File: src/rtl/fifo_byte_unpacker.sv
// Purpose: drains 32-bit words from a FIFO and serialises them MSB-first onto a byte valid/ready stream.
// Latency: fifo_rd in cycle N, FETCH in N+1, byte 0 valid in N+2; NBYTES+2 cycles per word with ready held high.
// Backpressure: byte_out/flags/index hold while valid && !ready; no new read is issued until the last byte is accepted.
//
// Ports:
//   clk, rst               - clock, asynchronous active-high reset
//   fifo_empty, fifo_data  - FIFO status and registered read data (valid the cycle after fifo_rd)
//   fifo_rd                - combinational one-cycle read request, only from IDLE
//   byte_out/_valid/_ready - byte stream toward the sink
//   byte_first, byte_last  - byte 0 (MSB) / byte NBYTES-1 (LSB) markers
//   word_cnt               - words fully transmitted, wraps modulo 2^CNT_W
//   busy                   - high whenever the FSM is not in IDLE
module fifo_byte_unpacker #(
    parameter int WORD_W = 32,
    parameter int BYTE_W = 8,
    parameter int CNT_W  = 16
) (
    input  logic              clk,
    input  logic              rst,
    input  logic              fifo_empty,
    input  logic [WORD_W-1:0] fifo_data,
    output logic              fifo_rd,
    output logic [BYTE_W-1:0] byte_out,
    output logic              byte_valid,
    input  logic              byte_ready,
    output logic              byte_first,
    output logic              byte_last,
    output logic [CNT_W-1:0]  word_cnt,
    output logic              busy
);

    // WORD_W is expected to be an integer multiple of BYTE_W.
    localparam int NBYTES = WORD_W / BYTE_W;
    localparam int IDX_W  = (NBYTES > 1) ? $clog2(NBYTES) : 1;
    localparam logic [IDX_W-1:0] LAST_IDX = IDX_W'(NBYTES - 1);

    typedef enum logic [1:0] {
        IDLE  = 2'd0,
        FETCH = 2'd1,
        SEND  = 2'd2
    } state_t;

    state_t             state_q, state_d;
    logic [WORD_W-1:0]  word_q,  word_d;
    logic [IDX_W-1:0]   idx_q,   idx_d;
    logic [CNT_W-1:0]   cnt_q,   cnt_d;

    always_ff @(posedge clk or posedge rst) begin
        if (rst) begin
            state_q <= IDLE;
            word_q  <= '0;
            idx_q   <= '0;
            cnt_q   <= '0;
        end else begin
            state_q <= state_d;
            word_q  <= word_d;
            idx_q   <= idx_d;
            cnt_q   <= cnt_d;
        end
    end

    always_comb begin
        state_d    = state_q;
        word_d     = word_q;
        idx_d      = idx_q;
        cnt_d      = cnt_q;
        fifo_rd    = 1'b0;
        byte_valid = 1'b0;

        case (state_q)
            IDLE: begin
                // rst is folded in so the FIFO is never popped while the
                // block is held in reset.
                fifo_rd = !fifo_empty && !rst;
                if (fifo_rd) begin
                    state_d = FETCH;
                end
            end

            FETCH: begin
                // Registered FIFO data lands this cycle.
                word_d  = fifo_data;
                idx_d   = '0;
                state_d = SEND;
            end

            SEND: begin
                byte_valid = 1'b1;
                if (byte_ready) begin
                    if (idx_q == LAST_IDX) begin
                        cnt_d   = cnt_q + CNT_W'(1);
                        state_d = IDLE;
                    end else begin
                        // Next byte moves into the MSB slot that drives byte_out.
                        word_d = word_q << BYTE_W;
                        idx_d  = idx_q + IDX_W'(1);
                    end
                end
            end

            default: begin
                state_d = IDLE;
            end
        endcase
    end

    assign byte_out   = word_q[WORD_W-1 -: BYTE_W];
    assign byte_first = (state_q == SEND) && (idx_q == '0);
    assign byte_last  = (state_q == SEND) && (idx_q == LAST_IDX);
    assign word_cnt   = cnt_q;
    assign busy       = (state_q != IDLE);

endmodule

File: config.mk
export PLATFORM = sky130hd
export DESIGN_NAME = fifo_byte_unpacker
export DESIGN_NICKNAME = d
export VERILOG_FILES = /design/src/rtl/fifo_byte_unpacker.sv
export SDC_FILE = /design/constraint.sdc
export NUM_CORES = 1
export LEC_CHECK = 0
export CELL_PAD_IN_SITES_DETAIL_PLACEMENT = 0
export CELL_PAD_IN_SITES_GLOBAL_PLACEMENT = 1
export CORE_MARGIN = 5
export CORE_UTILIZATION = 37
export CTS_CLUSTER_SIZE = 24
export DETAILED_ROUTE_END_ITERATION = 8
export PLACE_DENSITY = 0.9
export SYNTH_ARGS = -nofsm -noshare
export SYNTH_HDL_FRONTEND = slang
export SYNTH_SLANG_ARGS = --single-unit
File: constraint.sdc
create_clock -name clk -period 1.9 [get_ports clk]
set_input_delay 0.38 -clock clk [delete_from_list [all_inputs] [get_ports clk]]
set_output_delay 0.38 -clock clk [all_outputs]
set_load 0.05 [all_outputs]
==> run_results.csv <==
group,metric,value,unit
die,die_x,91.5,um
place,dp_hpwl,3670,um
die,rows,29,
global_route,grt_pass1_vias,1912,
power_and_ir_drop,p_leak,1.58,nW
clocking,cts_sinks,52,
yosys,mappedNetlistNets,274,
die,fp.coreArea,6420,um^2
setup_path,crit_path_end_kind,"output port",
place,place_area,3160,um^2
timing,hold_violations,0,
hold_path,hold_path_class,"reg2reg",
layout,n_fill_cell,608,
yosys,ys_seq_elements,52,
timing,post-route-period-util,96.2,%
setup_path,crit_path_start_kind,"register",
yosys,syn_area_per_cell,10.5,um^2
layout,nets,332,
global_route,grtUsageTotal,12.9,%
drt,routed_via_density,4.69,
setup_path,r2r-start,"idx_q[0]$_DFFE_PP0P_",
yosys,seq_area_frac_synth,53.0,%
setup_path,cp_num_buf_inv,1,
setup_path,critPathLaunch,"word_q[28]$_DFFE_PP0P_",
setup_path,crit_family,"buffers and inverters",
setup_path,critical_path_class,"reg2out",
place,pre_cts_ws,-0.0364,ns
die,die_h,91.5,um
drt,routed_wl,5020,um
clocking,clk_latency,0.30,ns
timing,rsz0062_at_grt,"false",
power_and_ir_drop,irDropWorstVdd,0.830,mV
clocking,holdBufCountCts,0,
clocking,cts-htree-levels,2,
global_route,antenna_found_initial,0,
setup_path,worst-path-stages,1,
layout,drive_gt1_share,17.3,%
timing,post-route-min-period,1.83,ns
timing,fin_skew,0.00754,ns
timing,drv_slew,0,
drt,drc,0,
setup_path,worstPathArrival,1.45,ns
die,io_pins,65,
drt,drtIter0Drc,70,
drt,vias,1740,
die,die_area,8370,um^2
global_route,grt_pass1_wl,8910,um
run,cap_violations,0,
place,port-buffer-count,64,
setup_path,worstPathCellList,"clkdlybuf4s50_1",
setup_path,crit_slowest_cell,"clkdlybuf4s50_1",
yosys,ys_warn_count,0,
setup_path,critPathMaxStageDelay,0.80,ns
layout,syn_to_final_growth,32.3,%
setup_path,reg2regPathDepth,5,
layout,diodes,0,
timing,setup_violations,0,
status,outcome,"complete, no violations",
hold_path,holdPathStages,1,
die,initial_core_util,38.3,%
timing,fin_ws,0.0717,ns
drt,wl_per_cell,13.5,um
clocking,root_buffer,"clkbuf_8",
yosys,syn_inst,235,
timing,slew_headroom,66.9,%
drt,drtPass1Iterations,4,
global_route,grt_max_degree,53,
power_and_ir_drop,powerDensity,1310,nW/um^2
drt,final_antenna_net_count,0,
setup_path,worstPathRequired,1.52,ns
clocking,post_cts_buffers,0,
hold_path,worstHoldStart,"word_cnt[15]$_DFFE_PP0P_",
clocking,cts.path.max_buffers,2,
clocking,path_clk_slew,0.09,ns
yosys,synth.cell_area,2460,um^2
clocking,numCtsBuffers,5,
timing,clock.fmax,0.547,GHz
yosys,yosysUniqueCellTypes,33,
timing,max_slew.worst_pin.slew,0.495,ns
global_route,grt_overflow,0,
clocking,cts_tree,"yes",
setup_path,critical_path.endpoint,"byte_out[4]",
setup_path,critPathMaxFanout,2,
clocking,cts_resized,0,
place,gp_congestion,0.763,
layout,fin_area,3250,um^2
setup_path,r2r_end,"word_cnt[13]$_DFFE_PP0P_",
setup_path,r2r_setup_slack,0.27,ns
## cells in the mapped netlist, drive strengths merged
library cell	number	area share, %
and4bb	1	0.51
or2	2	0.61
o31ai	1	0.31
nand2b	2	0.51
ha	3	1.5
nand3	3	0.61
nor4	1	0.51
nand4	4	1.0
dfrtp	52	53
xnor2	10	3.6
buf	17	4.6
mux2	1	0.46
clkbuf	2	0.31
o21ai	25	5.1
a21oi	8	1.6
nand4b	1	0.97
xor2	5	1.8
mux2i	24	9.8
nor2b	1	0.25
nor2	4	0.71
nor3	4	1.5
and2	4	1.0
and3	3	0.76
nor3b	1	0.51
inv	5	0.76
nand2	51	7.8
## metal layers
layer  wire length, um  GRT usage, %  part of all wire, %  up-vias
li1                  -             -                    -      889
met1              2330          16.7                   46      807
met4                63          3.39                  1.3        0
met2              2410          21.6                   48       40
met5                 0             0                    0        -
met3               220          3.22                  4.4        4
## where the power goes
part | switching [mW] | internal [mW] | leakage [nW]
logic | 1.14 | 0.796 | 0.862
clock network | 0.363 | 0.261 | 0.0404
registers | 0.217 | 1.47 | 0.673
## cell usage in the layout, fill, tap and decap left out, drive strengths merged, types with 3 or more instances in the layout
| master | Yosys | layout |
|---|---|---|
| a21oi | 8 | 8 |
| and2 | 4 | 4 |
| and3 | 3 | 3 |
| buf | 17 | 28 |
| clkbuf | 2 | 5 |
| clkdlybuf4s50 | 0 | 42 |
| dfrtp | 52 | 52 |
| ha | 3 | 3 |
| inv | 5 | 5 |
| mux2i | 24 | 24 |
| nand2 | 51 | 51 |
| nand3 | 3 | 3 |
| nand4 | 4 | 4 |
| nor2 | 4 | 4 |
| nor3 | 4 | 4 |
| o21ai | 25 | 25 |
| xnor2 | 10 | 10 |
| xor2 | 5 | 5 |
## metrics by stage
stage | total power, mW | TNS, ns | std cells | util [%] | hold WS [ns]
2_1_floorplan | 3.17 | 0 | 235 | - | 0.451
3_3_place_gp | 3.64 | 0 | 363 | 49.2 | 0.467
5_1_grt | 4.58 | 0 | 371 | 50.6 | 0.513
6_report | 4.25 | 0 | 371 | 50.6 | 0.487
3_5_place_dp | 3.68 | -0.0364 | 363 | 49.2 | 0.474
4_1_cts | 4.33 | 0 | 371 | 50.6 | 0.492
## layout make-up
class / instances / area, um^2 / share of cell area, %
Clock buffer: 5 / 68.8 / 2.12
Clock inverter: 3 / 23.8 / 0.731
Inverter: 5 / 18.8 / 0.577
Multi-Input combinational cell: 159 / 1040 / 31.9
Sequential cell: 52 / 1300 / 40.1
Tap cell: 77 / 96.3 / 2.96
Timing Repair Buffer: 70 / 706 / 21.7
## flip-flops by register name (all words and copies together), names as in the netlist
register,cells
idx_q,2
state_q,2
word_cnt,16
word_q,32
## kinds of logic after synthesis
kind of cell / Yosys count / synth area share (%)
muxes: 25 / 10.2
buffers and inverters: 24 / 5.65
adders and majority gates: 3 / 1.53
xor gates and xnor gates: 15 / 5.35
DFF: 52 / 53.0
AOI/OAI and AO/OA: 34 / 7.03
and+or+nand+nor: 82 / 17.3
## worst min path at each step
| stage | endpoint | slack [ns] |
|---|---|---|
| finish | word_cnt[15]$_DFFE_PP0P_ | 0.49 |
| detailed placement | word_q[22]$_DFFE_PP0P_ | 0.47 |
| global placement | word_q[20]$_DFFE_PP0P_ | 0.47 |
| global route | word_cnt[15]$_DFFE_PP0P_ | 0.51 |
| floorplan | state_q[0]$_DFFE_PP0P_ | 0.45 |
| CTS | word_cnt[15]$_DFFE_PP0P_ | 0.49 |
Note: power is estimated with default switching activity, not from simulation.
